## config.mk

```make
export PLATFORM = sky130hd
export DESIGN_NAME = tt_ctrl_drv_flat
export DESIGN_NICKNAME = d
export VERILOG_FILES = /design/src/rtl/tt_ctrl_drv_pkg.sv /design/src/rtl/tt_ctrl_drv_if.sv /design/src/rtl/tt_ctrl_drv_timer.sv /design/src/rtl/tt_ctrl_drv.sv /design/src/flat_wrapper.sv
export SDC_FILE = /design/constraint.sdc
export NUM_CORES = 1
export LEC_CHECK = 0
export BUFFER_PORTS_ARGS = -buffer_cell sky130_fd_sc_hd__buf_2
export CAP_MARGIN = 5
export CORE_MARGIN = 1.5
export CORE_UTILIZATION = 56
export DETAILED_ROUTE_END_ITERATION = 10
export MAX_ROUTING_LAYER = met4
export PLACE_DENSITY = 0.82
export SLEW_MARGIN = 20
export SYNTH_ARGS = -nofsm -noshare
export SYNTH_HDL_FRONTEND = slang
export SYNTH_HIERARCHICAL = 1
export SYNTH_SLANG_ARGS = --single-unit
export TNS_END_PERCENT = 100
```

## constraint.sdc

```tcl
create_clock -name clk -period 2.36 [get_ports clk]
set_input_delay 0.472 -clock clk [delete_from_list [all_inputs] [get_ports clk]]
set_output_delay 0.472 -clock clk [all_outputs]
set_load 0.01 [all_outputs]
```

## src/rtl/tt_ctrl_drv_pkg.sv

```systemverilog
// rtl/tt_ctrl_drv_pkg.sv - shared state encoding and phase-length defaults for tt_ctrl_drv
package tt_ctrl_drv_pkg;

  typedef enum logic [2:0] {
    ST_IDLE    = 3'd0,
    ST_DISABLE = 3'd1,
    ST_RESET   = 3'd2,
    ST_RELEASE = 3'd3,
    ST_INC_HI  = 3'd4,
    ST_INC_LO  = 3'd5,
    ST_ENABLE  = 3'd6
  } state_e;

  localparam int DEF_ADDR_W       = 10;
  localparam int DEF_GAP_CYCLES   = 2;
  localparam int DEF_RST_CYCLES   = 4;
  localparam int DEF_PULSE_CYCLES = 2;

  function automatic int max3(input int a, input int b, input int c);
    int m;
    m = (a > b) ? a : b;
    return (m > c) ? m : c;
  endfunction

endpackage

```

## src/rtl/tt_ctrl_drv_if.sv

```systemverilog
// rtl/tt_ctrl_drv_if.sv - request, status and mux-controller signals of tt_ctrl_drv
// master: housekeeping side (drives req_*); slave: tt_ctrl_drv (drives status and ctrl_*)
interface tt_ctrl_drv_if #(
  parameter int ADDR_W = 10
);

  logic              req_valid;
  logic              req_ready;
  logic [ADDR_W-1:0] req_addr;
  logic              req_ena;
  logic              busy;
  logic              done;
  logic [ADDR_W-1:0] cur_addr;
  logic              cur_valid;
  logic              ctrl_sel_rst_n;
  logic              ctrl_sel_inc;
  logic              ctrl_ena;

  modport master (
    output req_valid, req_addr, req_ena,
    input  req_ready, busy, done, cur_addr, cur_valid,
    input  ctrl_sel_rst_n, ctrl_sel_inc, ctrl_ena
  );

  modport slave (
    input  req_valid, req_addr, req_ena,
    output req_ready, busy, done, cur_addr, cur_valid,
    output ctrl_sel_rst_n, ctrl_sel_inc, ctrl_ena
  );

endinterface

```

## src/rtl/tt_ctrl_drv_timer.sv

```systemverilog
// rtl/tt_ctrl_drv_timer.sv - loadable down-counter timing each sequencer phase
// clk, rst: clock, async active-high reset
// load, load_val: load phase length minus one; zero: count has expired
module tt_ctrl_drv_timer #(
  parameter int W = 3
) (
  input  logic         clk,
  input  logic         rst,
  input  logic         load,
  input  logic [W-1:0] load_val,
  output logic         zero
);

  logic [W-1:0] cnt_q, cnt_d;

  always_comb begin
    cnt_d = cnt_q;
    if (load) begin
      cnt_d = load_val;
    end else if (cnt_q != '0) begin
      cnt_d = cnt_q - W'(1);
    end
  end

  always_ff @(posedge clk or posedge rst) begin
    if (rst) begin
      cnt_q <= '0;
    end else begin
      cnt_q <= cnt_d;
    end
  end

  assign zero = (cnt_q == '0);

endmodule

```

## src/rtl/tt_ctrl_drv.sv

```systemverilog
// rtl/tt_ctrl_drv.sv - sequencer driving the mux controller select/enable lines per address request
// clk, rst: clock, async active-high reset
// bus (slave): req_valid/req_ready/req_addr/req_ena request, busy/done/cur_addr/cur_valid status,
//              ctrl_sel_rst_n/ctrl_sel_inc/ctrl_ena to the mux controller
// TT_CTRL_DRV_INCREMENTAL_EN: skip the counter reset when the target is at or above the current address
module tt_ctrl_drv
  import tt_ctrl_drv_pkg::*;
#(
  parameter int ADDR_W       = DEF_ADDR_W,
  parameter int GAP_CYCLES   = DEF_GAP_CYCLES,
  parameter int RST_CYCLES   = DEF_RST_CYCLES,
  parameter int PULSE_CYCLES = DEF_PULSE_CYCLES
) (
  input logic          clk,
  input logic          rst,
  tt_ctrl_drv_if.slave bus
);

  localparam int TW = $clog2(max3(GAP_CYCLES, RST_CYCLES, PULSE_CYCLES)) + 1;

  state_e            state_q, state_d;
  logic [ADDR_W-1:0] cnt_q, cnt_d;
  logic [ADDR_W-1:0] addr_q, addr_d;
  logic              ena_lat_q, ena_lat_d;
  logic              skip_q, skip_d;
  logic              req_ready_q, req_ready_d;
  logic              busy_q, busy_d;
  logic              done_q, done_d;
  logic [ADDR_W-1:0] cur_addr_q, cur_addr_d;
  logic              cur_valid_q, cur_valid_d;
  logic              sel_rst_n_q, sel_rst_n_d;
  logic              sel_inc_q, sel_inc_d;
  logic              ena_q, ena_d;

  logic          tmr_load;
  logic [TW-1:0] tmr_val;
  logic          tmr_zero;
  logic          go_inc;
  logic          go_en;

  tt_ctrl_drv_timer #(.W(TW)) u_timer (
    .clk      (clk),
    .rst      (rst),
    .load     (tmr_load),
    .load_val (tmr_val),
    .zero     (tmr_zero)
  );

  always_comb begin
    state_d     = state_q;
    cnt_d       = cnt_q;
    addr_d      = addr_q;
    ena_lat_d   = ena_lat_q;
    skip_d      = skip_q;
    req_ready_d = req_ready_q;
    busy_d      = busy_q;
    done_d      = 1'b0;
    cur_addr_d  = cur_addr_q;
    cur_valid_d = cur_valid_q;
    sel_rst_n_d = sel_rst_n_q;
    sel_inc_d   = sel_inc_q;
    ena_d       = ena_q;
    tmr_load    = 1'b0;
    tmr_val     = '0;
    go_inc      = 1'b0;
    go_en       = 1'b0;

    case (state_q)
      ST_IDLE: begin
        if (bus.req_valid && req_ready_q) begin
          state_d     = ST_DISABLE;
          addr_d      = bus.req_addr;
          ena_lat_d   = bus.req_ena;
          cnt_d       = bus.req_addr;
          skip_d      = 1'b0;
          ena_d       = 1'b0;
          req_ready_d = 1'b0;
          busy_d      = 1'b1;
          tmr_load    = 1'b1;
          tmr_val     = TW'(GAP_CYCLES - 1);
`ifdef TT_CTRL_DRV_INCREMENTAL_EN
          // The counter already holds cur_addr, so only the difference is pulsed.
          if (cur_valid_q && (bus.req_addr >= cur_addr_q)) begin
            skip_d = 1'b1;
            cnt_d  = bus.req_addr - cur_addr_q;
          end
`endif
        end
      end
      ST_DISABLE: begin
        if (tmr_zero) begin
          if (skip_q) begin
            if (cnt_q == '0) go_en = 1'b1;
            else             go_inc = 1'b1;
          end else begin
            state_d     = ST_RESET;
            sel_rst_n_d = 1'b0;
            cur_valid_d = 1'b0;
            tmr_load    = 1'b1;
            tmr_val     = TW'(RST_CYCLES - 1);
          end
        end
      end
      ST_RESET: begin
        if (tmr_zero) begin
          state_d     = ST_RELEASE;
          sel_rst_n_d = 1'b1;
          tmr_load    = 1'b1;
          tmr_val     = TW'(PULSE_CYCLES - 1);
        end
      end
      ST_RELEASE, ST_INC_LO: begin
        if (tmr_zero) begin
          if (cnt_q == '0) go_en = 1'b1;
          else             go_inc = 1'b1;
        end
      end
      ST_INC_HI: begin
        if (tmr_zero) begin
          state_d   = ST_INC_LO;
          sel_inc_d = 1'b0;
          cnt_d     = cnt_q - ADDR_W'(1);
          tmr_load  = 1'b1;
          tmr_val   = TW'(PULSE_CYCLES - 1);
        end
      end
      ST_ENABLE: begin
        state_d     = ST_IDLE;
        req_ready_d = 1'b1;
        busy_d      = 1'b0;
      end
      default: begin
        state_d = ST_IDLE;
      end
    endcase

    if (go_inc) begin
      state_d   = ST_INC_HI;
      sel_inc_d = 1'b1;
      tmr_load  = 1'b1;
      tmr_val   = TW'(PULSE_CYCLES - 1);
    end

    if (go_en) begin
      state_d     = ST_ENABLE;
      ena_d       = ena_lat_q;
      cur_addr_d  = addr_q;
      cur_valid_d = 1'b1;
      done_d      = 1'b1;
    end
  end

  always_ff @(posedge clk or posedge rst) begin
    if (rst) begin
      state_q     <= ST_IDLE;
      cnt_q       <= '0;
      addr_q      <= '0;
      ena_lat_q   <= 1'b0;
      skip_q      <= 1'b0;
      req_ready_q <= 1'b1;
      busy_q      <= 1'b0;
      done_q      <= 1'b0;
      cur_addr_q  <= '0;
      cur_valid_q <= 1'b0;
      sel_rst_n_q <= 1'b0;
      sel_inc_q   <= 1'b0;
      ena_q       <= 1'b0;
    end else begin
      state_q     <= state_d;
      cnt_q       <= cnt_d;
      addr_q      <= addr_d;
      ena_lat_q   <= ena_lat_d;
      skip_q      <= skip_d;
      req_ready_q <= req_ready_d;
      busy_q      <= busy_d;
      done_q      <= done_d;
      cur_addr_q  <= cur_addr_d;
      cur_valid_q <= cur_valid_d;
      sel_rst_n_q <= sel_rst_n_d;
      sel_inc_q   <= sel_inc_d;
      ena_q       <= ena_d;
    end
  end

  assign bus.req_ready      = req_ready_q;
  assign bus.busy           = busy_q;
  assign bus.done           = done_q;
  assign bus.cur_addr       = cur_addr_q;
  assign bus.cur_valid      = cur_valid_q;
  assign bus.ctrl_sel_rst_n = sel_rst_n_q;
  assign bus.ctrl_sel_inc   = sel_inc_q;
  assign bus.ctrl_ena       = ena_q;

endmodule

```

## src/flat_wrapper.sv

```systemverilog
// flat-port wrapper written by rule: the top's interface ports become plain ports
module tt_ctrl_drv_flat import tt_ctrl_drv_pkg::*;
#(
  parameter int ADDR_W       = DEF_ADDR_W,
  parameter int GAP_CYCLES   = DEF_GAP_CYCLES,
  parameter int RST_CYCLES   = DEF_RST_CYCLES,
  parameter int PULSE_CYCLES = DEF_PULSE_CYCLES
)
  (clk, rst, bus_req_valid, bus_req_addr, bus_req_ena, bus_req_ready, bus_busy, bus_done, bus_cur_addr, bus_cur_valid, bus_ctrl_sel_rst_n, bus_ctrl_sel_inc, bus_ctrl_ena);
  tt_ctrl_drv_if #(.ADDR_W(ADDR_W)) bus_i ();
  input logic clk;
  input logic rst;
  input wire logic [$bits(bus_i.req_valid)-1:0] bus_req_valid;
  input wire logic [$bits(bus_i.req_addr)-1:0] bus_req_addr;
  input wire logic [$bits(bus_i.req_ena)-1:0] bus_req_ena;
  output wire logic [$bits(bus_i.req_ready)-1:0] bus_req_ready;
  output wire logic [$bits(bus_i.busy)-1:0] bus_busy;
  output wire logic [$bits(bus_i.done)-1:0] bus_done;
  output wire logic [$bits(bus_i.cur_addr)-1:0] bus_cur_addr;
  output wire logic [$bits(bus_i.cur_valid)-1:0] bus_cur_valid;
  output wire logic [$bits(bus_i.ctrl_sel_rst_n)-1:0] bus_ctrl_sel_rst_n;
  output wire logic [$bits(bus_i.ctrl_sel_inc)-1:0] bus_ctrl_sel_inc;
  output wire logic [$bits(bus_i.ctrl_ena)-1:0] bus_ctrl_ena;
  assign bus_i.req_valid = bus_req_valid;
  assign bus_i.req_addr = bus_req_addr;
  assign bus_i.req_ena = bus_req_ena;
  assign bus_req_ready = bus_i.req_ready;
  assign bus_busy = bus_i.busy;
  assign bus_done = bus_i.done;
  assign bus_cur_addr = bus_i.cur_addr;
  assign bus_cur_valid = bus_i.cur_valid;
  assign bus_ctrl_sel_rst_n = bus_i.ctrl_sel_rst_n;
  assign bus_ctrl_sel_inc = bus_i.ctrl_sel_inc;
  assign bus_ctrl_ena = bus_i.ctrl_ena;
  tt_ctrl_drv #(.ADDR_W(ADDR_W), .GAP_CYCLES(GAP_CYCLES), .RST_CYCLES(RST_CYCLES), .PULSE_CYCLES(PULSE_CYCLES)) u_core (.clk(clk), .rst(rst), .bus(bus_i));
endmodule
```

==> results of run 1 <==
## kinds of logic after synthesis
logic type / after synthesis / synth area share, %
AND/OR/NAND/NOR: 99 / 22.6
flip-flops: 44 / 49.7
AO/OA/AOI/OAI: 41 / 12.3
buffers and inverters: 26 / 5.02
multiplexers: 13 / 7.61
adder cells (fa/ha/maj): 4 / 2.25
other: 1 / 0.169
XOR/XNOR: 1 / 0.395
## state kept, by name, summed over array words and instances, names as in the netlist
| name | flops |
|---|---|
| u_core/u_timer/cnt_q | 3 |
| u_core/bus.ctrl_ena | 1 |
| u_core/cnt_q | 10 |
| u_core/addr_q | 10 |
| u_core/bus.busy | 1 |
| u_core/bus.done | 1 |
| u_core/ena_lat_q | 1 |
| u_core/state_q | 3 |
| u_core/bus.ctrl_sel_inc | 1 |
| u_core/bus.cur_valid | 1 |
| u_core/bus.cur_addr | 10 |
| u_core/bus.req_ready | 1 |
| u_core/bus.ctrl_sel_rst_n | 1 |
## stage by stage
stage          cells  total power [mW]  instance area, µm²
2_1_floorplan    229             0.780                2220
3_3_place_gp     305             0.801                2440
3_5_place_dp     305             0.801                2440
4_1_cts          313              1.40                2560
5_1_grt          313              1.44                2570
6_report         313              1.39                2570
## cell usage after synthesis (4+ instances only)
master / n
sky130_fd_sc_hd__nand3_1: 4
sky130_fd_sc_hd__mux2_4: 7
sky130_fd_sc_hd__a21oi_1: 9
sky130_fd_sc_hd__a31oi_1: 4
sky130_fd_sc_hd__nand2_1: 40
sky130_fd_sc_hd__buf_2: 5
sky130_fd_sc_hd__inv_1: 15
sky130_fd_sc_hd__nor2b_1: 4
sky130_fd_sc_hd__nand4_1: 4
sky130_fd_sc_hd__nand2b_1: 6
sky130_fd_sc_hd__o21ai_0: 11
sky130_fd_sc_hd__nor3_1: 4
sky130_fd_sc_hd__ha_1: 4
sky130_fd_sc_hd__dfrtp_1: 43
sky130_fd_sc_hd__clkbuf_1: 5
sky130_fd_sc_hd__nor2_1: 21
## repair_timing
action,in CTS,in global routing
endpoints found under the setup margin,0,1
hold buffers,0,0
hold endpoints to repair,0,0
gates resized for setup,0,1
## worst min path at each step
stage	from	to
final	rst	u_core/u_timer/cnt_q[2]$_DFFE_PP0P_
after floorplan	rst	u_core/u_timer/cnt_q[0]$_DFFE_PP0P_
after detailed placement	rst	u_core/u_timer/cnt_q[2]$_DFFE_PP0P_
after global placement	rst	u_core/u_timer/cnt_q[2]$_DFFE_PP0P_
after global routing	rst	u_core/u_timer/cnt_q[2]$_DFFE_PP0P_
after CTS	rst	u_core/u_timer/cnt_q[2]$_DFFE_PP0P_
## critical path: stages, from the launching register on
cell	delay, ns
sky130_fd_sc_hd__dfrtp_1	0.39
sky130_fd_sc_hd__inv_1	0.10
sky130_fd_sc_hd__ha_1	0.20
sky130_fd_sc_hd__nand2b_1	0.11
sky130_fd_sc_hd__inv_1	0.21
sky130_fd_sc_hd__nor4bb_1	0.41
sky130_fd_sc_hd__buf_4	0.24
sky130_fd_sc_hd__a211o_1	0.11
sky130_fd_sc_hd__inv_1	0.04
sky130_fd_sc_hd__a221oi_1	0.25
## routing by layer
layer  wire length (µm)  share of wire (%)
met5                  0                  0
met4                 62                1.3
met3                236                5.0
met2               2240                 47
met1               2180                 46
## where the power goes
part           internal, mW  switching (mW)
Sequential            0.753               0
Combinational       0.00950          0.0222
Clock                 0.346           0.255
Total                  1.11           0.277
## final cells by class
class,instances,area share [%]
repair buffers,39,8.48
well taps,48,2.34
multi-input cells,159,39.3
inverters,15,2.19
clock buffers,6,3.22
flip-flops and latches,44,43.0
clock inverters,2,1.51
==> metrics.md, run 1 <==
| Metric | Value |
|---|---|
| Data required time at the worst endpoint | 2.56 ns |
| Largest net degree at the start of global routing | 42 |
| Unrepaired setup endpoints after global routing | false |
| Clock latency on the worst-skew pair | 0.30 ns |
| Global routing met3 resource utilization | under 10% |
| Sum of net half-perimeters after detailed placement | 3420 µm |
| Leading area contributor after synthesis | sky130_fd_sc_hd__dfrtp_1 |
| Boundary Pins | 31 |
| Total clock buffers created by CTS | 5 |
| Async set or reset register ratio after synthesis | 100% |
| Met1 capacity usage during global routing | 31.9% |
| Count of unique library cells instantiated by Yosys | 45 |
| Global-route wire length before repair | a little under 8000 µm |
| Remaining max-slew budget at the tightest pin | ~54% |
| Flop-to-flop setup slack | 0.20 ns |
| Element type at the critical path start | flip-flop |
| Max Buffers Root-to-Sink | 2 |
| Die area | 4350 µm² |
| Met2 routing resource usage after global routing | 38.9% |
| Reg clk slew, reported paths | 0.08 ns |
| Worst IR drop on VDD | 0.317 mV |
| Status | finished clean |
| Area added between synthesis and finish | 15.6% |
| Grt peak-use layer | met2 |
| Row count | 22 |
| Clock Sinks | 44 |
| Worst setup slack before clock tree synthesis | approximately 0.23 ns |
| Weighted congestion at the end of routability-driven global placement | 0.952 |
| Combined area of the multi-input logic cells | 1010 µm² |
| TritonCTS clock tree | yes |
| Period utilization | approximately nine tenths |
| GRT Total Usage | 24.8% |
| Root buf cell | sky130_fd_sc_hd__clkbuf_8 |
| Post-Route Setup TNS | 0 ns |
| Worst Setup SP | u_core/u_timer/cnt_q[0]$_DFFE_PP0P_ |
| Worst flop-to-flop path startpoint | u_core/u_timer/cnt_q[0]$_DFFE_PP0P_ |
| Total number of vias | about 1800 |
| Synth Cell Area | 2220 µm² |
| Number of setup buffers added after CTS | 0 |
| Flip-flop and latch count after synthesis | 44 |
| Area fraction of the dominant cell type after synthesis | 48.5% |
| Number of buffers inserted by port buffering | 30 |
| Worst Hold Margin | 0.0467 ns |
| Final worst path period need | 2.16 ns |
| End of the worst register-to-register path | u_core/u_timer/cnt_q[0]$_DFFE_PP0P_ |
| Setup Viol. Count Final | 0 |
| Aggregate global routing overflow | 0 |
| Worst-margin pin slew | 0.690 ns |
| Horizontal die dimension | 66.0 µm |
| Nature of the critical path endpoint | flip-flop |
| Endpoint arrival time on the critical path | 2.35 ns |
| Share of the yosys chip area belonging to registers | 49.7% |
| Final WS setup | between 0.2 and 0.25 ns |
| Biggest fanout along the worst timing path | 9 |
| Count of flip-flops with a built-in enable after synthesis | 0 |
| Synth area leaders | sky130_fd_sc_hd__dfrtp_1, sky130_fd_sc_hd__nand2_1, sky130_fd_sc_hd__mux2_4 |
| Dominant synthesized flop cell | sky130_fd_sc_hd__dfrtp_1 |
| Power per cell area | about 540 nW/µm² |
| Commonest cells after routing, fill and taps aside | sky130_fd_sc_hd__dfrtp_1, sky130_fd_sc_hd__nand2_1, sky130_fd_sc_hd__buf_2 |
| Maximum Capacitance Violations | 0 |
| Die Y-Extent | 66.0 µm |
| Core box area | 3740 µm² |
| Number of synthesis warnings | 6 |
| Number of cell instances on the worst register-to-register path | 9 |
| Number of violations reported at the end of detailed-routing iteration 0 | 160 |
| Combined flip-flop and latch cell area | approximately 1100 µm² |
| Count of fill cells added during filler insertion | 298 |
| Final Hold Vio Count | 0 |
| Drt first pass iters | 4 |
| Number of nets in the synthesized netlist | ~250 |
| Final core utilization | 68.5% |
| Hold crit path type | input port to asynchronous set/reset pin |
| Per-instance average area after synthesis | just under 10 µm² |
| Worst-case clock skew | 0.00296 ns |
| Initial Util | about three fifths |
| Number of nets with antenna violations after detailed routing | 0 |
| Number of remaining DRC errors | 0 |
| Layout net count | 282 |
| DRT Wirelength | 4720 µm |
| Most frequent standard cell in the layout excluding fill and tap cells | sky130_fd_sc_hd__dfrtp_1 |
| Path type of the worst setup path | flip-flop to flip-flop |
| H-tree levels | 2 |
| Count of inserted antenna diode cells | 0 |
| Number of instances in the synthesized netlist | 229 |
| Drt wl/cell | 15.1 µm |
| Vias in the first global route | between 1500 and 2000 |
| Proportion of layout cells with a drive suffix above 1 | 24.2% |
| Fmax achieved | 464 MHz |
| Average via count per standard cell | 5.61 |
| End point of the critical path | u_core/u_timer/cnt_q[0]$_DFFE_PP0P_ |
| Initial antenna violation count | 0 |
| Leak Pwr | 1.39 nW |
| Pins over their slew limit | 0 |
(Power assumes the default switching activity.)
==> run 2, diff against run 1 <==
CORE_UTILIZATION = 25   (was 56)
MAX_ROUTING_LAYER = not set   (was met4)
PLACE_DENSITY = 0.45   (was 0.82)
clock period = 2.7 ns   (was 2.36 ns; I/O delays follow)
==> run 2 against run 1 <==
Net effect:
- power down 7.7%
- first-iteration DRC count down 61%
- register-to-register slack better by 0.20 ns
- via count down 2.7%
- maximum frequency down 6.1%
- non-clock buffer count down 1
- clock-buffer cell count down 1
- clock power down 2%
- critical path type unchanged
- critical endpoint is now u_core/u_timer/cnt_q[1]$_DFFE_PP0P_
==> metrics.md, run 2 (same netlist as run 1, synthesis figures left out) <==
| Metric | Value |
|---|---|
| Initial antenna violation count | 0 |
| Nature of the critical path endpoint | flip-flop |
| Data required time at the worst endpoint | approximately 2.9 ns |
| Fmax achieved | approximately 440 MHz |
| Setup Viol. Count Final | 0 |
| Worst flop-to-flop path startpoint | u_core/u_timer/cnt_q[0]$_DFFE_PP0P_ |
| Critical path's most frequent cell | sky130_fd_sc_hd__inv_1 |
| Max Buffers Root-to-Sink | 2 |
| Overall Power | 1.28 mW |
| Number of cell instances on the worst register-to-register path | 9 |
| Endpoint arrival time on the critical path | 2.49 ns |
| Aggregate global routing overflow | 0 |
| Remaining max-slew budget at the tightest pin | 36.6% |
| Worst Setup SP | u_core/u_timer/cnt_q[0]$_DFFE_PP0P_ |
| Status | finished clean |
| Row count | 34 |
| Biggest fanout along the worst timing path | 11 |
| Worst-path cell chain | inv_1 > ha_1 > nand2b_1 > inv_1 > nand2_1 > nor3_2 > a211o_1 > inv_1 > a311oi_1 |
| Hold_buf cts | 0 |
| Largest net degree at the start of global routing | 24 |
| Number of buffers inserted by port buffering | 30 |
| Count of inserted antenna diode cells | 0 |
| Root buf cell | sky130_fd_sc_hd__clkbuf_8 |
| Commonest cells after routing, fill and taps aside | sky130_fd_sc_hd__dfrtp_1, sky130_fd_sc_hd__nand2_1, sky130_fd_sc_hd__buf_2 |
| Number of remaining DRC errors | 0 |
| End point of the critical path | u_core/u_timer/cnt_q[1]$_DFFE_PP0P_ |
| Unrepaired setup endpoints after global routing | false |
| PostCTS Resize Cnt | 0 |
| Total number of vias | about 1700 |
| Global-route wire length before repair | 8850 µm |
| End of the worst register-to-register path | u_core/u_timer/cnt_q[1]$_DFFE_PP0P_ |
| Drt wl/cell | 13.7 µm |
| Count of fill cells added during filler insertion | approximately 940 |
| Period utilization | 85.1% |
| Worst-margin pin slew | 0.946 ns |
| Amount of wire on met2 after detailed routing | 2390 µm |
| Final Hold Vio Count | 0 |
| Area added between synthesis and finish | 19.7% |
| Die area | 9450 µm² |
| Clock Sinks | 44 |
| Weighted congestion at the end of routability-driven global placement | 0.778 |
| Top layer used by detailed routing | met4 |
| Worst IR drop on VDD | 0.251 mV |
| Final worst path period need | 2.30 ns |
| Met3 wire length | 148 µm |
| Peak per-stage delay on the critical path | approximately 0.4 ns |
| Sum of net half-perimeters after detailed placement | approximately 3700 µm |
| Most frequent standard cell in the layout excluding fill and tap cells | sky130_fd_sc_hd__dfrtp_1 |
| Drt first pass iters | 4 |
| Total clock buffers created by CTS | 5 |
| Die Y-Extent | 97.2 µm |
| Power per cell area | 481 nW/µm² |
| TritonCTS clock tree | yes |
| Number of violations reported at the end of detailed-routing iteration 0 | 63 |
| Number of nets with antenna violations after detailed routing | 0 |
| Leak Pwr | 1.39 nW |
| Path type of the worst setup path | flip-flop to flip-flop |
| Core box area | 8680 µm² |
| Flop-to-flop setup slack | 0.40 ns |
| Initial Util | around 26% |
| Maximum Capacitance Violations | 0 |
| Clock latency on the worst-skew pair | 0.30 ns |
| Hold crit path type | input port to asynchronous set/reset pin |
| Layout net count | 281 |
| Element type at the critical path start | flip-flop |
| Post-Route Setup TNS | 0 ns |
| Pins over their slew limit | 0 |
| Number of setup buffers added after CTS | 0 |
| GRT Total Usage | 11.5% |
| Boundary Pins | 31 |
| Slowest stage cell on the critical path | sky130_fd_sc_hd__dfrtp_1 |
| Reg clk slew, reported paths | 0.09 ns |
| Vias in the first global route | 1826 |
| Worst-case clock skew | 0.0118 ns |
| DRT Wirelength | between 5000 and 6000 µm |
| Average via count per standard cell | about 4.6 |
| Wl on met1 | 2500 µm |
| H-tree levels | 2 |
| Horizontal die dimension | between 90 and 100 µm |
| Proportion of layout cells with a drive suffix above 1 | 23.6% |
[run 2: how the worst min path moves through the flow]
stage               start                                   to  slack [ns]  cells past startpoint
finish                rst  u_core/u_timer/cnt_q[2]$_DFFE_PP0P_        0.11                      2
global route          rst  u_core/u_timer/cnt_q[2]$_DFFE_PP0P_        0.11                      2
CTS                   rst  u_core/u_timer/cnt_q[2]$_DFFE_PP0P_        0.10                      2
detailed placement    rst  u_core/u_timer/cnt_q[2]$_DFFE_PP0P_        0.43                      2
global placement      rst  u_core/u_timer/cnt_q[1]$_DFFE_PP0P_        0.43                      2
floorplan             rst  u_core/u_timer/cnt_q[0]$_DFFE_PP0P_        0.29                      1
[run 2: where the power goes]
| part | switching, mW | internal, mW | leakage [nW] |
|---|---|---|---|
| registers | 0 | 0.658 | 0.580 |
| clock network | 0.226 | 0.364 | 0.0642 |
| logic | 0.0199 | 0.0102 | 0.746 |
[run 2: layout make-up]
| cell class | count | area (µm²) | share of cell area [%] |
|---|---|---|---|
| Clock buffer | 5 | 68.8 | 2.59 |
| Clock inverter | 2 | 60.1 | 2.26 |
| Inverter | 15 | 56.3 | 2.12 |
| Multi-Input combinational cell | 159 | 1010 | 38.1 |
| Sequential cell | 44 | 1100 | 41.5 |
| Tap cell | 108 | 135 | 5.09 |
| Timing Repair Buffer | 38 | 223 | 8.38 |
[run 2: through the flow]
step                cell area (µm²)  std cells  hold slack [ns]  setup slack [ns]  utilization (%)
detailed placement             2520        364            0.432             0.347             29.1
global route                   2660        371            0.110            0.0922             30.6
CTS                            2650        371            0.104             0.333             30.6
global placement               2520        364            0.430             0.427             29.1
finish                         2660        371            0.109             0.403             30.6
floorplan                      2220        229            0.294             0.690                -
[run 2: metal layers]
metal | up-vias | global-route usage, %
met2 | 27 | 18.8
met4 | 0 | 2.97
met5 | - | 0
met1 | 821 | 15.4
met3 | 5 | 2.52
li1 | 855 | -
[run 2: worst max-delay path, delay by kind of cell (launching register included)]
kind,cells,cell delay (ns)
fa+ha+maj,1,0.20
flops,1,0.40
buf+inv,3,0.45
compound gates,2,0.49
simple gates,3,0.65
